$ cat src/rtl/flexsoc_rst_seq.sv
// Reset sequencer: qualifies PLL/MMCM locks, then releases reset domains in index order.
// Optional lock-loss counter is enabled by defining RST_SEQ_LOSS_CNT_EN.
module flexsoc_rst_seq #(
    parameter int NUM_LOCK      = 2,
    parameter int NUM_OUT       = 3,
    parameter int SYNC_STAGES   = 2,
    parameter int STABLE_CYCLES = 1024,
    parameter int STAGE_DELAY   = 16,
    parameter int SW_HOLD       = 8
) (
    input  logic                CLK,
    input  logic                RESETn,
    input  logic [NUM_LOCK-1:0] LOCKED,
    input  logic                SW_RST_REQ,
    output logic [NUM_OUT-1:0]  RSTn_OUT,
    output logic                READY,
    output logic                LOCK_LOST
`ifdef RST_SEQ_LOSS_CNT_EN
    ,
    output logic [7:0]          LOSS_CNT
`endif
);

    localparam int CNT_MAX_A = (STABLE_CYCLES > STAGE_DELAY) ? STABLE_CYCLES : STAGE_DELAY;
    localparam int CNT_MAX   = (CNT_MAX_A > SW_HOLD) ? CNT_MAX_A : SW_HOLD;
    localparam int CNT_W     = $clog2(CNT_MAX + 1);
    localparam int STAGE_W   = $clog2(NUM_OUT + 1);

    localparam logic [CNT_W-1:0]   STABLE_LAST = CNT_W'(STABLE_CYCLES - 1);
    localparam logic [CNT_W-1:0]   STAGE_LAST  = CNT_W'(STAGE_DELAY - 1);
    localparam logic [CNT_W-1:0]   HOLD_LAST   = CNT_W'(SW_HOLD - 1);
    localparam logic [STAGE_W-1:0] FINAL_STAGE = STAGE_W'(NUM_OUT - 1);

    typedef enum logic [2:0] {
        WAIT_LOCK,
        STABLE,
        RELEASE,
        RUN,
        HOLD
    } state_e;

    state_e                               state_q, state_d;
    logic [CNT_W-1:0]                     cnt_q, cnt_d;
    logic [STAGE_W-1:0]                   stage_q, stage_d;
    logic [NUM_OUT-1:0]                   rstn_out_q, rstn_out_d;
    logic                                 ready_q, ready_d;
    logic                                 lock_lost_q, lock_lost_d;
    logic [SYNC_STAGES-1:0][NUM_LOCK-1:0] lock_sync_q, lock_sync_d;
    logic                                 all_locked;
    logic [CNT_W-1:0]                     cnt_inc;

    // Each LOCKED bit gets its own synchroniser chain; stage 0 sees the raw pin.
    always_comb begin
        lock_sync_d = {lock_sync_q[SYNC_STAGES-2:0], LOCKED};
    end

    assign all_locked = &lock_sync_q[SYNC_STAGES-1];
    assign cnt_inc    = cnt_q + CNT_W'(1);

    always_comb begin
        // NOTE: every output of this block gets a default first so no path infers a latch.
        state_d     = state_q;
        cnt_d       = '0;
        stage_d     = stage_q;
        rstn_out_d  = rstn_out_q;
        ready_d     = ready_q;
        lock_lost_d = 1'b0;

        unique case (state_q)
            WAIT_LOCK: begin
                if (all_locked) state_d = STABLE;
            end
            STABLE: begin
                if (!all_locked) begin
                    state_d = WAIT_LOCK;
                end else if (cnt_q == STABLE_LAST) begin
                    state_d = RELEASE;
                    stage_d = '0;
                end else begin
                    cnt_d = cnt_inc;
                end
            end
            RELEASE, RUN: begin
                // Lock loss outranks a simultaneous software request.
                if (!all_locked) begin
                    state_d     = WAIT_LOCK;
                    rstn_out_d  = '0;
                    ready_d     = 1'b0;
                    lock_lost_d = 1'b1;
                end else if (SW_RST_REQ) begin
                    state_d    = HOLD;
                    rstn_out_d = '0;
                    ready_d    = 1'b0;
                end else if (state_q == RELEASE) begin
                    if (cnt_q == STAGE_LAST) begin
                        for (int i = 0; i < NUM_OUT; i++) begin
                            if (stage_q == STAGE_W'(i)) rstn_out_d[i] = 1'b1;
                        end
                        stage_d = stage_q + STAGE_W'(1);
                        if (stage_q == FINAL_STAGE) begin
                            ready_d = 1'b1;
                            state_d = RUN;
                        end
                    end else begin
                        cnt_d = cnt_inc;
                    end
                end
            end
            HOLD: begin
                rstn_out_d = '0;
                if (!all_locked) begin
                    state_d = WAIT_LOCK;
                end else if (cnt_q == HOLD_LAST) begin
                    state_d = STABLE;
                end else begin
                    cnt_d = cnt_inc;
                end
            end
            default: begin
                state_d    = WAIT_LOCK;
                rstn_out_d = '0;
                ready_d    = 1'b0;
            end
        endcase
    end

    always_ff @(posedge CLK or negedge RESETn) begin
        // NOTE: registers update with <= so every flop samples pre-edge values of the others.
        if (!RESETn) begin
            state_q     <= WAIT_LOCK;
            cnt_q       <= '0;
            stage_q     <= '0;
            rstn_out_q  <= '0;
            ready_q     <= 1'b0;
            lock_lost_q <= 1'b0;
            // NOTE: the synchroniser chain is reset too, so locks must be re-seen after RESETn.
            lock_sync_q <= '0;
        end else begin
            state_q     <= state_d;
            cnt_q       <= cnt_d;
            stage_q     <= stage_d;
            rstn_out_q  <= rstn_out_d;
            ready_q     <= ready_d;
            lock_lost_q <= lock_lost_d;
            lock_sync_q <= lock_sync_d;
        end
    end

    assign RSTn_OUT  = rstn_out_q;
    assign READY     = ready_q;
    assign LOCK_LOST = lock_lost_q;

`ifdef RST_SEQ_LOSS_CNT_EN
    logic [7:0] loss_cnt_q, loss_cnt_d;

    // Saturating count of LOCK_LOST pulses; only RESETn clears it.
    always_comb begin
        loss_cnt_d = loss_cnt_q;
        if (lock_lost_q && (loss_cnt_q != 8'hFF)) loss_cnt_d = loss_cnt_q + 8'd1;
    end

    always_ff @(posedge CLK or negedge RESETn) begin
        if (!RESETn) loss_cnt_q <= 8'd0;
        else         loss_cnt_q <= loss_cnt_d;
    end

    assign LOSS_CNT = loss_cnt_q;
`endif

endmodule

$ cat config.mk
export PLATFORM = sky130hd
export DESIGN_NAME = flexsoc_rst_seq
export DESIGN_NICKNAME = d
export VERILOG_FILES = /design/src/rtl/flexsoc_rst_seq.sv
export SDC_FILE = /design/constraint.sdc
export NUM_CORES = 1
export LEC_CHECK = 0
export BUFFER_PORTS_ARGS = -buffer_cell sky130_fd_sc_hd__buf_4
export CAP_MARGIN = 10
export CORE_UTILIZATION = 40
export CTS_CLUSTER_DIAMETER = 60
export CTS_CLUSTER_SIZE = 16
export DETAILED_ROUTE_END_ITERATION = 10
export PLACE_DENSITY = 0.53
export SLEW_MARGIN = 40
export SYNTH_ARGS = -nofsm -noshare
export SYNTH_HDL_FRONTEND = slang
export SYNTH_SLANG_ARGS = --single-unit
export TNS_END_PERCENT = 5
$ cat constraint.sdc
create_clock -name CLK -period 2.8 [get_ports CLK]
set_input_delay 0.14 -clock CLK [delete_from_list [all_inputs] [get_ports CLK]]
set_output_delay 0.14 -clock CLK [all_outputs]
set_load 0.01 [all_outputs]
==> impl_metrics.toml <==
[final_layout]
fin_cells = 169
area_growth_pct = 12.7
multiInputGateArea_sq_um = 604
mostFrequentLayoutCells = "25 x dfrtp_1, 23 x nor2_1, 9 x buf_4, 6 x nand2_1"
nets = 148
fillers = 272
regArea_sq_um = 626
layout_commonest_cell = "dfrtp_1"
antennaDiodeCount = 0
drive_gt1_share_pct = 15.9

[yosys]
synthDistinctLibCells = 39
syn_area_per_cell_sq_um = 10.2
seq_area_frac_synth_pct = 50.1
synthesis.nets = 132
async_reset_ff_share_pct = 100
ys_ff_latch = 25
ys_warn_count = 0
syn_area_sq_mm = 0.00125
ys.flop_type = "dfrtp_1"
synth_cells = 123
synth_edf_count = 0

[floorplan]
dieArea_sq_mm = 0.00335
dieHeight_um = 57.9
boundaryPins = 10
core_sq_mm = 0.00285
die_w_um = 57.9
start_util_pct = 43.8
rows = 19

[run]
cap_violations = 0

[sta]
fmax_mhz = 465
holdWs_ns = 0.128
worst_slew_pin_slew_ns = 0.598
slew_viol_final = 0
tns_ns = 0
rsz0062_at_grt = "false"
skew_ns = 0.00110
hold_violations = 0
period_minus_slack_ns = 2.15
slew_headroom_pct = 60.0
finalCritPeriodShare_pct = 76.8
setup_violations = 0

[detailed_routing]
drt-total-wl_um = 2350
dr_total_vias = 938
ant_nets = 0
drt_iter0_drc = 30
drc = 1
firstDrtPassIters = 7
viasPerCell = 5.55
wl_per_cell_um = 13.9

[clock_network]
clkLatencyLatePin_ns = 0.31
cts_resized = 0
clkTransAtPathRegs_ns = 0.13
clock-sinks = 25
htree_num_levels = 1
cts_buffer_depth = 2
cts_tree = "done"
numCtsBuffers = 3
clockRootBuffer = "clkbuf_4"
post_cts_buffers = 0
cts_hold_buf = 3

[critical_path]
endpoint_kind = "flop"
r2r_end = "cnt_q[8]"
arrival_ns = 2.34
critPathRequiredTime_ns = 2.99
worstReg2RegStart = "cnt_q[0]"
crit_type = "flop to flop"
ff2ff_setup_slack_ns = 0.65
cp-start-kind = "flop"
worstPathMaxFanout = 9
reg2reg_depth = 6

[power]
leakagePower_uw = 0.000624
irDropWorstVdd_v = 0.000324
p_per_area_mw_per_mm2 = 593

[global_routing]
grtUsageTotal_pct = 16.1
overflow = 0
grt_pass1_vias = 901
antenna_found_initial = 0
grt_pass1_wl_um = 4080
grt_max_degree = 26

[worst_hold_path]
holdCritPathClass = "primary input to flop"
min_delay_path_depth = 3
holdPathEnd = "state_q[2]"
holdCritStartpoint = "SW_RST_REQ"

[place]
gp_congestion = 0.755
portBuffers = 9
dp_cells = 162
dp_hpwl_um = 1730

[run_status]
status = "finished, violations left"
violations = "DRC"
worst max-delay path, stage by stage, from the launching register on:
cell and delay [ns]:
dfrtp_1 0.41, ha_1 0.26, nand3_1 0.22, nor4_1 0.42
nor2b_1 0.12, nor2_1 0.48, nor2_1 0.11
where the power goes:
part	internal, uW	switching (uW)
registers	394	35.0
clock network	55.7	105
logic	108	136
Yosys cell counts (2+ instances only):
master | number | area (sq um)
nand2_1 | 6 | 22.5
mux2i_1 | 2 | 20.0
nor2b_1 | 3 | 18.8
nor3_1 | 2 | 10.0
ha_1 | 4 | 50.1
or4_4 | 2 | 22.5
xnor2_1 | 4 | 35.0
nor3b_1 | 2 | 15.0
o21ai_0 | 3 | 15.0
nor2_1 | 23 | 86.3
xor2_1 | 5 | 43.8
and3_1 | 3 | 18.8
dfrtp_1 | 25 | 626
o22ai_1 | 2 | 12.5
inv_1 | 4 | 15.0
or3_1 | 2 | 12.5
a21oi_1 | 5 | 25.0
nand3_1 | 5 | 25.0
stage by stage:
step | power [uW] | instance area [sq um] | setup slack, ns | utilization (%)
5_1_grt | 895 | 1410 | 0.389 | 49.3
2_1_floorplan | 602 | 1250 | 0.771 | -
3_3_place_gp | 678 | 1350 | 0.662 | 47.4
4_1_cts | 848 | 1410 | 0.591 | 49.3
3_5_place_dp | 680 | 1350 | 0.622 | 47.4
6_report | 834 | 1410 | 0.649 | 49.3
layout make-up:
| type | count | share of cell area [%] |
|---|---|---|
| flip-flops and latches | 25 | 44.4 |
| multi-input cells | 93 | 42.9 |
| repair buffers | 12 | 6.93 |
| well taps | 31 | 2.76 |
| clock buffers | 4 | 1.87 |
| inverters | 4 | 1.07 |
routing by layer:
layer	up-vias	track usage [%]	part of all wire [%]
met5	-	0	0
met3	2	4.69	3.6
met1	457	21.2	47
met4	0	4.08	0.68
li1	463	-	-
met2	16	26.3	49
state kept, by name, indices dropped and copies added (netlist names):
register / count
READY: 1
lock_sync_q: 2
RSTn_OUT: 3
LOCK_LOST: 1
lock_sync_d: 2
state_q: 3
stage_q: 2
cnt_q: 11
kinds of logic after synthesis:
group / count (synthesis) / share of synthesized area, %
mux: 3 / 2.51
simple gates: 58 / 24.4
xor+xnor: 9 / 6.31
flops: 25 / 50.1
compound gates: 19 / 11.2
buf+inv: 5 / 1.50
fa+ha+maj: 4 / 4.01
how the worst max path moves through the flow:
stage	start	end	slack (ns)
5_1_grt	cnt_q[0]	cnt_q[2]	0.39
3_3_place_gp	cnt_q[6]	state_q[0]	0.66
2_1_floorplan	cnt_q[7]	state_q[0]	0.77
3_5_place_dp	cnt_q[0]	cnt_q[8]	0.62
6_report	cnt_q[0]	cnt_q[8]	0.65
4_1_cts	cnt_q[0]	cnt_q[8]	0.59
No activity file was read; power rests on OpenSTA's default activity.
